--- config.mk ---
export PLATFORM = sky130hd
export DESIGN_NAME = score_display_controller
export DESIGN_NICKNAME = d
export VERILOG_FILES = /design/src/rtl/score_display_controller.sv
export SDC_FILE = /design/constraint.sdc
export NUM_CORES = 1
export LEC_CHECK = 0
export CAP_MARGIN = 10
export CORE_ASPECT_RATIO = 1.2
export CORE_UTILIZATION = 55
export DETAILED_ROUTE_END_ITERATION = 16
export DONT_BUFFER_PORTS = 1
export GPL_ROUTABILITY_DRIVEN = 0
export HOLD_SLACK_MARGIN = 0.02
export PLACE_DENSITY = 0.73
export RECOVER_POWER = 25
export SLEW_MARGIN = 10
export SYNTH_ARGS = -nofsm -noshare
export SYNTH_HDL_FRONTEND = slang
export SYNTH_SLANG_ARGS = --single-unit
--- constraint.sdc ---
create_clock -name clk -period 4.2 [get_ports clk]
set_input_delay 0.21 -clock clk [delete_from_list [all_inputs] [get_ports clk]]
set_output_delay 0.21 -clock clk [all_outputs]
set_load 0.05 [all_outputs]
--- src/rtl/score_display_controller.sv ---
// ============================================================================
//  Module   : score_display_controller
//  Function : Serial double-dabble conversion of the score into four BCD digits,
//             driving four active-low seven-segment displays.
//             Optional macro LEADING_ZERO_BLANK_EN blanks leading zero digits.
//  Revision : 1.0  initial release
// ============================================================================
`default_nettype none

module score_display_controller #(
    parameter int SCORE_W   = 14,
    parameter int MAX_SCORE = 9999
) (
    input  logic               clk,
    input  logic               reset,
    input  logic [SCORE_W-1:0] score,
    input  logic               update,
    output logic               busy,
    output logic               done,
    output logic               overflow,
    output logic [6:0]         hex0,
    output logic [6:0]         hex1,
    output logic [6:0]         hex2,
    output logic [6:0]         hex3
);

    localparam int          CNT_W     = $clog2(SCORE_W + 1);
    localparam logic [31:0] MAX_VAL   = 32'(MAX_SCORE);
    localparam logic [6:0]  SEG_ZERO  = 7'b1000000;
    localparam logic [6:0]  SEG_DASH  = 7'b0111111;
    localparam logic [6:0]  SEG_BLANK = 7'b1111111;
`ifdef LEADING_ZERO_BLANK_EN
    localparam logic [6:0]  SEG_HI_RST = SEG_BLANK;
`else
    localparam logic [6:0]  SEG_HI_RST = SEG_ZERO;
`endif

    typedef enum logic [1:0] {
        IDLE    = 2'd0,
        CONVERT = 2'd1,
        LATCH   = 2'd2
    } state_t;

    state_t             state;
    logic [SCORE_W-1:0] shift_reg;
    logic [15:0]        bcd;
    logic [CNT_W-1:0]   bit_cnt;
    logic               ovf_flag;
    logic               pending;
    logic [15:0]        bcd_adj;

    function automatic logic [6:0] seg7(input logic [3:0] d);
        case (d)
            4'd0:    seg7 = 7'b1000000;
            4'd1:    seg7 = 7'b1111001;
            4'd2:    seg7 = 7'b0100100;
            4'd3:    seg7 = 7'b0110000;
            4'd4:    seg7 = 7'b0011001;
            4'd5:    seg7 = 7'b0010010;
            4'd6:    seg7 = 7'b0000010;
            4'd7:    seg7 = 7'b1111000;
            4'd8:    seg7 = 7'b0000000;
            4'd9:    seg7 = 7'b0010000;
            default: seg7 = SEG_DASH;
        endcase
    endfunction

    // Add-3 correction applied to every nibble before each shift.
    always_comb begin
        bcd_adj = bcd;
        for (int i = 0; i < 4; i++) begin
            if (bcd[i*4 +: 4] >= 4'd5)
                bcd_adj[i*4 +: 4] = bcd[i*4 +: 4] + 4'd3;
        end
    end

    always_ff @(posedge clk or posedge reset) begin
        if (reset) begin
            state     <= IDLE;
            shift_reg <= '0;
            bcd       <= '0;
            bit_cnt   <= '0;
            ovf_flag  <= 1'b0;
            pending   <= 1'b0;
            busy      <= 1'b0;
            done      <= 1'b0;
            overflow  <= 1'b0;
            hex0      <= SEG_ZERO;
            hex1      <= SEG_HI_RST;
            hex2      <= SEG_HI_RST;
            hex3      <= SEG_HI_RST;
        end else begin
            done <= 1'b0;
            case (state)
                IDLE: begin
                    if (update || pending) begin
                        shift_reg <= score;
                        bcd       <= '0;
                        bit_cnt   <= CNT_W'(SCORE_W);
                        ovf_flag  <= (32'(score) > MAX_VAL);
                        pending   <= 1'b0;
                        busy      <= 1'b1;
                        state     <= CONVERT;
                    end
                end
                CONVERT: begin
                    if (update)
                        pending <= 1'b1;
                    bcd       <= {bcd_adj[14:0], shift_reg[SCORE_W-1]};
                    shift_reg <= {shift_reg[SCORE_W-2:0], 1'b0};
                    bit_cnt   <= bit_cnt - CNT_W'(1);
                    if (bit_cnt == CNT_W'(1))
                        state <= LATCH;
                end
                LATCH: begin
                    if (update)
                        pending <= 1'b1;
                    if (ovf_flag) begin
                        overflow <= 1'b1;
                        hex0     <= SEG_DASH;
                        hex1     <= SEG_DASH;
                        hex2     <= SEG_DASH;
                        hex3     <= SEG_DASH;
                    end else begin
                        overflow <= 1'b0;
                        hex0     <= seg7(bcd[3:0]);
`ifdef LEADING_ZERO_BLANK_EN
                        hex3 <= (bcd[15:12] == 4'd0) ? SEG_BLANK : seg7(bcd[15:12]);
                        hex2 <= (bcd[15:8]  == 8'd0) ? SEG_BLANK : seg7(bcd[11:8]);
                        hex1 <= (bcd[15:4]  == 12'd0) ? SEG_BLANK : seg7(bcd[7:4]);
`else
                        hex3 <= seg7(bcd[15:12]);
                        hex2 <= seg7(bcd[11:8]);
                        hex1 <= seg7(bcd[7:4]);
`endif
                    end
                    done  <= 1'b1;
                    busy  <= 1'b0;
                    state <= IDLE;
                end
                default: begin
                    busy  <= 1'b0;
                    state <= IDLE;
                end
            endcase
        end
    end

endmodule

`default_nettype wire

==> impl_summary.txt, run 1 <==
----------------------------------------------------
[Outcome]
  Result of the run ... complete, no violations

[Setup path]
  CP Class ... reg -> reg
  Critical-path cell list ... inv_1 > ha_1 > clkbuf_1 > nor2b_1 > o21ai_0 > a31oi_1 > nor2_1
  Critical Path Slowest Stage Cell ... clkbuf_1
  Register-to-Register Path Depth ... 7
  CP top delay family ... buffers and inverters
  Nature of the critical path startpoint ... register
  Worst reg-to-reg setup slack ... 1220 ps
  Worst Setup End Kind ... register
  Largest stage delay on the critical path ... 1020 ps
  Buffers & Inverters on Critical Path ... 2
  Startpoint of the lowest-slack register-to-register path ... state[0]
  Worst-path fanout max ... 32
  Worst EP required ... 4440 ps
  Data arrival time of the critical path ... 3220 ps
  Endpoint of the lowest-slack register-to-register path ... hex3[2]

[Timing]
  Tcrit/Tclk final ... 71.0%
  Final Max Slew Viols ... 0
  Final number of setup-violating endpoints ... 0
  Top achievable clock speed ... 335 MHz
  Post-Route Setup TNS ... 0 ps
  Unrepaired setup endpoints after global routing ... no
  Clock period minus worst slack ... 2980 ps
  Remaining max-slew budget at the tightest pin ... 5.61%
  Least-Margin Pin Slew ... 1420 ps
  Number of hold violations in the final report ... 0
  Clock skew ... 9.50 ps

[Worst hold path]
  Tightest Hold Check Type ... in -> reg
  Startpoint of the lowest-slack hold path ... score[3]
  Hold path cells ... 2
  Hold endpoint ... shift_reg[3]

[Detailed routing]
  First-iteration detailed-routing DRC count ... 166
  WL per Instance ... 15.3 µm
  Number of search-and-repair iterations in the first detailed-routing pass ... 5
  Total vias in the final route ... 2,715
  Number of remaining DRC errors ... 0
  Routed vias/inst ... 5.90
  Residual antenna-violating net count after detailed routing ... 0
  Sum of routed wire length over all layers ... 7.05 mm

[Die]
  I/O pin total ... 48
  Cell row count ... 31
  Die outline height ... 90.3 µm
  Core region area ... 0.00617 mm²
  Initial Util ... 57.9%
  Overall die area ... 0.00682 mm²
  Die span in x ... 75.6 µm

[Finish]
  Number of flip-flops in the largest register ... 16
  Area growth syn-to-layout ... 10.5%
  Antenna diode instance count ... 0
  Number of nets in the final layout ... 415
  Fraction of final layout cells sized beyond drive strength 1 ... 6.88%
  Filler-free cell count of the finished design ... 460
  Layout filler cell count ... 512

[Place]
  Count of placed standard cells including taps ... 434
  Number of I/O port buffers ... 0
  Post-DP HPWL ... 4.77 mm

[Logic synthesis]
  Post-Syn Nets ... 410
  Post-synthesis xor/xnor area fraction ... 1.23%
  Synth Warn # ... 0
  Count of mapped cells out of synthesis ... 368
  Mux cell area share after synthesis ... 3.96%
  Post-synthesis compound-gate area fraction ... 19.2%
  Count of unique library cells instantiated by Yosys ... 43
  Basic-gate share of the synthesized area counting and, or, nand and nor cells ... 12.7%
  Largest family of logic cells by synthesized area ... compound AO/OA/AOI/OAI gates
  Post-Synthesis Cell Area ... 0.00357 mm²
  Sequential element share of the synthesized area ... 48.5%
  Seq cells post-synth ... 69
  Synth Area in Adders ... 8.76%
  Post-Synthesis Mean Instance Area ... 9.71 µm²

[CTS]
  Clock latency on the worst-skew pair ... 350 ps
  Number of H-tree levels ... 3
  CTS tree ... yes
  Number of sinks driven by the clock tree ... 69
  Number of setup buffers added after CTS ... 0
  TritonCTS buffer count ... 9
  Maximum clock insertion buffer count ... 2
  Clk root buf ... clkbuf_8
  Clock transition at path regs ... 80 ps

[Global route]
  Number of global-route vias before repair ... 2,698
  Largest net degree at the start of global routing ... 47
  Aggregate global routing overflow ... 0
  Antenna violations before repair ... 0
  Wire length of the first global-routing pass ... 12.2 mm
  Overall fraction of global-route tracks in use ... 23.5%

[Job]
  Number of max-capacitance violations reported ... 0

[Pwr]
  Lkg Pwr ... 0.00186 µW
  Power per standard cell area ... 863 mW/mm²
  Worst-case vdd ir drop ... 0.569 mV

----------------------------------------------------
==> cell usage in the layout, fill, tap and decap left out, types with 2 or more instances in the layout <==
cell type	instances
o21ai_1	3
nand2_1	21
mux2i_1	13
dlygate4sd3_1	10
nand2b_1	6
dfrtp_1	65
inv_1	32
o32ai_1	4
bufinv_16	2
o22a_1	10
a211oi_1	3
ha_1	25
o21ai_0	19
dfstp_2	4
xnor2_1	5
o22ai_1	8
nor2_1	54
a222oi_1	8
o31ai_1	3
a22o_1	5
nor2b_1	2
nor3b_1	5
a21oi_1	33
or3_1	4
clkbuf_8	13
==> worst reg2reg max path: stages (launching register included) <==
cell      delay (ps)
dfrtp_1          400
inv_1            100
ha_1             140
clkbuf_1        1020
nor2b_1          520
o21ai_0          380
a31oi_1          270
nor2_1            60
==> synth_stat cells (all sizes together) <==
| cell type | count | area share [%] |
|---|---|---|
| clkbuf | 11 | 1.2 |
| o21ai | 23 | 3.2 |
| nand2b | 6 | 1.1 |
| ha | 25 | 8.8 |
| or3 | 4 | 0.70 |
| o22ai | 8 | 1.4 |
| nor4 | 1 | 0.18 |
| or3b | 1 | 0.32 |
| or2 | 1 | 0.18 |
| xnor2 | 5 | 1.2 |
| a21o | 1 | 0.21 |
| and4b | 1 | 0.28 |
| o32ai | 4 | 0.98 |
| o31ai | 3 | 0.63 |
| nand2 | 21 | 2.2 |
| nor2b | 2 | 0.35 |
| and3 | 1 | 0.18 |
| and2 | 1 | 0.25 |
| dfrtp | 65 | 46 |
| a211oi | 3 | 0.63 |
| dfstp | 4 | 2.9 |
| inv | 32 | 3.4 |
| buf | 7 | 1.2 |
| a221oi | 1 | 0.25 |
| a21boi | 1 | 0.21 |
| o21a | 1 | 0.21 |
| nand3 | 1 | 0.14 |
| a31oi | 1 | 0.18 |
| nor3 | 1 | 0.14 |
| mux2i | 13 | 3.6 |
| mux2 | 1 | 0.32 |
| a22oi | 1 | 0.21 |
| nor2 | 54 | 5.7 |
| a32o | 1 | 0.28 |
| nor3b | 5 | 1.1 |
| o211ai | 1 | 0.21 |
| o22a | 10 | 2.5 |
| a222oi | 8 | 2.2 |
| a22o | 5 | 1.2 |
| a21oi | 33 | 4.6 |
==> how the worst max path moves through the flow <==
stage             start       to  slack (ps)  depth (start not counted)
2_1_floorplan     reset   bcd[0]        2260                          1
3_3_place_gp   state[0]  hex3[2]        2000                          7
3_5_place_dp   state[0]  hex3[2]        2010                          7
4_1_cts        state[0]  hex3[2]        2010                          7
5_1_grt        state[0]  hex3[2]         960                          7
6_report       state[0]  hex3[2]        1220                          7
==> layout make-up <==
cell class | count | area [µm²] | area share [%]
inverter | 32 | 120 | 3.04
tap | 82 | 103 | 2.60
multi-input combinational | 249 | 1640 | 41.5
timing repair buffer | 12 | 111 | 2.82
clock inverter | 3 | 65.1 | 1.65
clock buffer | 13 | 179 | 4.53
sequential | 69 | 1730 | 43.9
==> kinds of logic (layout without fill, tap and decap cells) <==
kind of cell,Yosys count,in the layout
muxes,14,14
buffers and inverters,50,60
xor gates and xnor gates,5,5
AOI/OAI and AO/OA,105,105
DFF,69,69
adders and majority gates,25,25
and+or+nand+nor,100,100
==> per-stage QoR <==
| stage | utilization, % | instance area, µm² | hold slack [ps] | total power, µW | setup WS [ps] |
|---|---|---|---|---|---|
| after floorplan | - | 3570 | 335 | 2540 | 2260 |
| after detailed placement | 58.5 | 3610 | 157 | 2760 | 2010 |
| final | 64.0 | 3950 | 58.7 | 3410 | 1220 |
| after global routing | 64.0 | 3950 | 52.1 | 3670 | 956 |
| after global placement | 58.5 | 3610 | 161 | 2730 | 2000 |
| after CTS | 64.1 | 3950 | 45.5 | 3420 | 2010 |
==> per-layer routing <==
layer / part of all wire (%) / track usage [%] / vias to the layer above / wire [µm]
met4: 1.9 / 9.10 / 0 / 132
met5: 0 / 0 / - / 0
li1: - / - / 1298 / -
met3: 4.4 / 6.70 / 12 / 311
met2: 49 / 38.8 / 67 / 3460
met1: 45 / 28.5 / 1338 / 3140
==> repair_timing <==
item                      CTS  global route
resized for setup           0             0
hold buffers               10             0
hold endpoints to repair   32             0
==> power by group <==
group / switching (µW) / leakage, µW / total (µW) / internal, µW
sequential: 685 / 0.000893 / 1630 / 941
combinational: 644 / 0.000840 / 1140 / 495
clock: 243 / 0.000126 / 641 / 398
Note: power is estimated with default switching activity, not from simulation.
==> run 2, diff against run 1 <==
- PLACE_DENSITY: 0.73 -> 0.76
- clock period: 4.2 -> 2.64 ns (I/O delays scaled with it)
==> run 2 against run 1 <==
  * Setup slack worse by 810 ps
  * Non-clock buffer count up 9
  * Die area unchanged
  * First-iteration DRC count up 20%
  * Clock power up 76%
  * Wire length up 5.7%
==> impl_summary.txt, run 2 (same netlist as run 1, synthesis figures left out) <==
----------------------------------------------------
[Setup path]
  Register-to-Register Path Depth ... 6
  Endpoint of the lowest-slack register-to-register path ... bit_cnt[2]
  Capture point of the worst path ... bit_cnt[2]
  Worst Setup End Kind ... register
  Worst reg-to-reg setup slack ... 410 ps
  Data arrival time of the critical path ... 2510 ps
  CP Class ... reg -> reg
  Worst EP required ... 2920 ps
  Worst-path fanout max ... 11
  Startpoint of the worst setup timing path ... state[0]
  Nature of the critical path startpoint ... register
  Startpoint of the lowest-slack register-to-register path ... state[0]

[Detailed routing]
  Sum of routed wire length over all layers ... 7.45 mm
  Total vias in the final route ... 2,737
  WL per Instance ... 15.9 µm
  Number of search-and-repair iterations in the first detailed-routing pass ... 5
  Residual antenna-violating net count after detailed routing ... 0
  Number of remaining DRC errors ... 0
  Routed vias/inst ... 5.84
  First-iteration detailed-routing DRC count ... 200

[Die]
  I/O pin total ... 48
  Die outline height ... 90.3 µm
  Initial Util ... 57.9%
  Overall die area ... 0.00682 mm²
  Cell row count ... 31
  Die span in x ... 75.6 µm
  Core region area ... 0.00617 mm²

[Job]
  Number of max-capacitance violations reported ... 0

[CTS]
  Clock transition at path regs ... 70 ps
  Clk root buf ... clkbuf_8
  Clock latency on the worst-skew pair ... 350 ps
  Number of sinks driven by the clock tree ... 69
  Maximum clock insertion buffer count ... 2
  CTS tree ... yes
  Number of H-tree levels ... 3
  TritonCTS buffer count ... 9

[Timing]
  Clock skew ... 6.17 ps
  Final Max Slew Viols ... 0
  Post-Route Setup TNS ... 0 ps
  Number of hold violations in the final report ... 0
  Tcrit/Tclk final ... 84.6%
  Top achievable clock speed ... 448 MHz
  Least-Margin Pin Slew ... 1200 ps
  Unrepaired setup endpoints after global routing ... no
  Remaining max-slew budget at the tightest pin ... 20.2%
  Clock period minus worst slack ... 2230 ps
  Final number of setup-violating endpoints ... 0

[Pwr]
  Internal power of the cells ... 3020 µW
  Total power draw ... 5580 µW
  Lkg Pwr ... 0.00190 µW
  Combinational power share ... 33.3%
  Switching fraction of total power ... 45.9%
  Worst-case vdd ir drop ... 0.768 mV
  Power per standard cell area ... 1380 mW/mm²
  P_sw ... 2560 µW
  Sequential power share ... 46.5%
  Relative contribution of the clock network to total power ... 20.2%

[Finish]
  Number of flip-flops in the largest register ... 16
  Most frequent cells in the layout ... dfrtp_1, nor2_1, a21oi_1, inv_1, ha_1
  Area taken by flip-flops and latches ... 0.00173 mm²
  Area of combinational cells with multiple inputs ... 0.00164 mm²
  Most common cell after layout, fill and taps aside ... dfrtp_1
  Antenna diode instance count ... 0
  Layout filler cell count ... 482
  Fraction of final layout cells sized beyond drive strength 1 ... 7.49%
  Number of nets in the final layout ... 424
  Filler-free cell count of the finished design ... 469
  Area growth syn-to-layout ... 13.3%

[Global route]
  Antenna violations before repair ... 0
  Largest net degree at the start of global routing ... 35
  Aggregate global routing overflow ... 0
  Wire length of the first global-routing pass ... 12.9 mm
  Number of global-route vias before repair ... 2,783
  Overall fraction of global-route tracks in use ... 24.7%

[Place]
  Number of I/O port buffers ... 0
  Post-DP HPWL ... 5.07 mm
  Count of placed standard cells including taps ... 437

[Outcome]
  Result of the run ... complete, no violations

[Worst hold path]
  Tightest Hold Check Type ... in -> reg
  Startpoint of the lowest-slack hold path ... score[13]
  Hold path cells ... 2

----------------------------------------------------
[run 2: layout make-up]
| type | count | share of cell area, % |
|---|---|---|
| Multi-Input combinational cell | 249 | 40.5 |
| Clock buffer | 9 | 3.06 |
| Clock inverter | 7 | 3.40 |
| Sequential cell | 69 | 42.8 |
| Inverter | 32 | 2.97 |
| Timing Repair Buffer | 21 | 4.73 |
| Tap cell | 82 | 2.54 |
[run 2: routing by layer]
layer | track usage [%] | vias up | wire, µm
met1 | 31.2 | 1339 | 3220
met3 | 4.80 | 11 | 311
li1 | - | 1324 | -
met2 | 40.9 | 63 | 3830
met4 | 9.41 | 0 | 91
met5 | 0 | - | 0
[run 2: worst min path at each step]
stage and endpoint:
3_3_place_gp shift_reg[6], 2_1_floorplan shift_reg[10], 5_1_grt shift_reg[13], 4_1_cts shift_reg[13]
6_report shift_reg[13], 3_5_place_dp shift_reg[7]
[run 2: what timing repair did]
item / CTS / global route
setup buffers: 0 / 0
resized for setup: 0 / 0
hold buffers: 16 / 0
setup endpoints to repair: 0 / 0
hold endpoints to repair: 48 / 0
[run 2: through the flow]
stage                     utilization (%)  area, µm²  setup WS (ps)  hold slack, ps
after floorplan                         -       3570            747             257
after global placement               58.9       3630            626           -28.6
after detailed placement             58.9       3630            500           -23.1
after CTS                            65.7       4050            496            23.5
after global routing                 65.6       4050            271            26.1
final                                65.6       4050            407            25.0
[run 2: critical path: stages, from the launching register on]
cell and delay [ps]:
dfrtp_1 420, inv_1 100, ha_1 300, o21ai_0 290
nor2_1 710, and4b_1 280, nor2_1 80
[run 2: power groups by stage]
stage          clock network [µW]  registers [µW]  logic [µW]
6_report                     1130            2590        1860
3_5_place_dp                    0            2610        1810
4_1_cts                      1140            2590        1850
3_3_place_gp                    0            2590        1760
2_1_floorplan                   0            2430        1600
5_1_grt                      1200            2670        2110
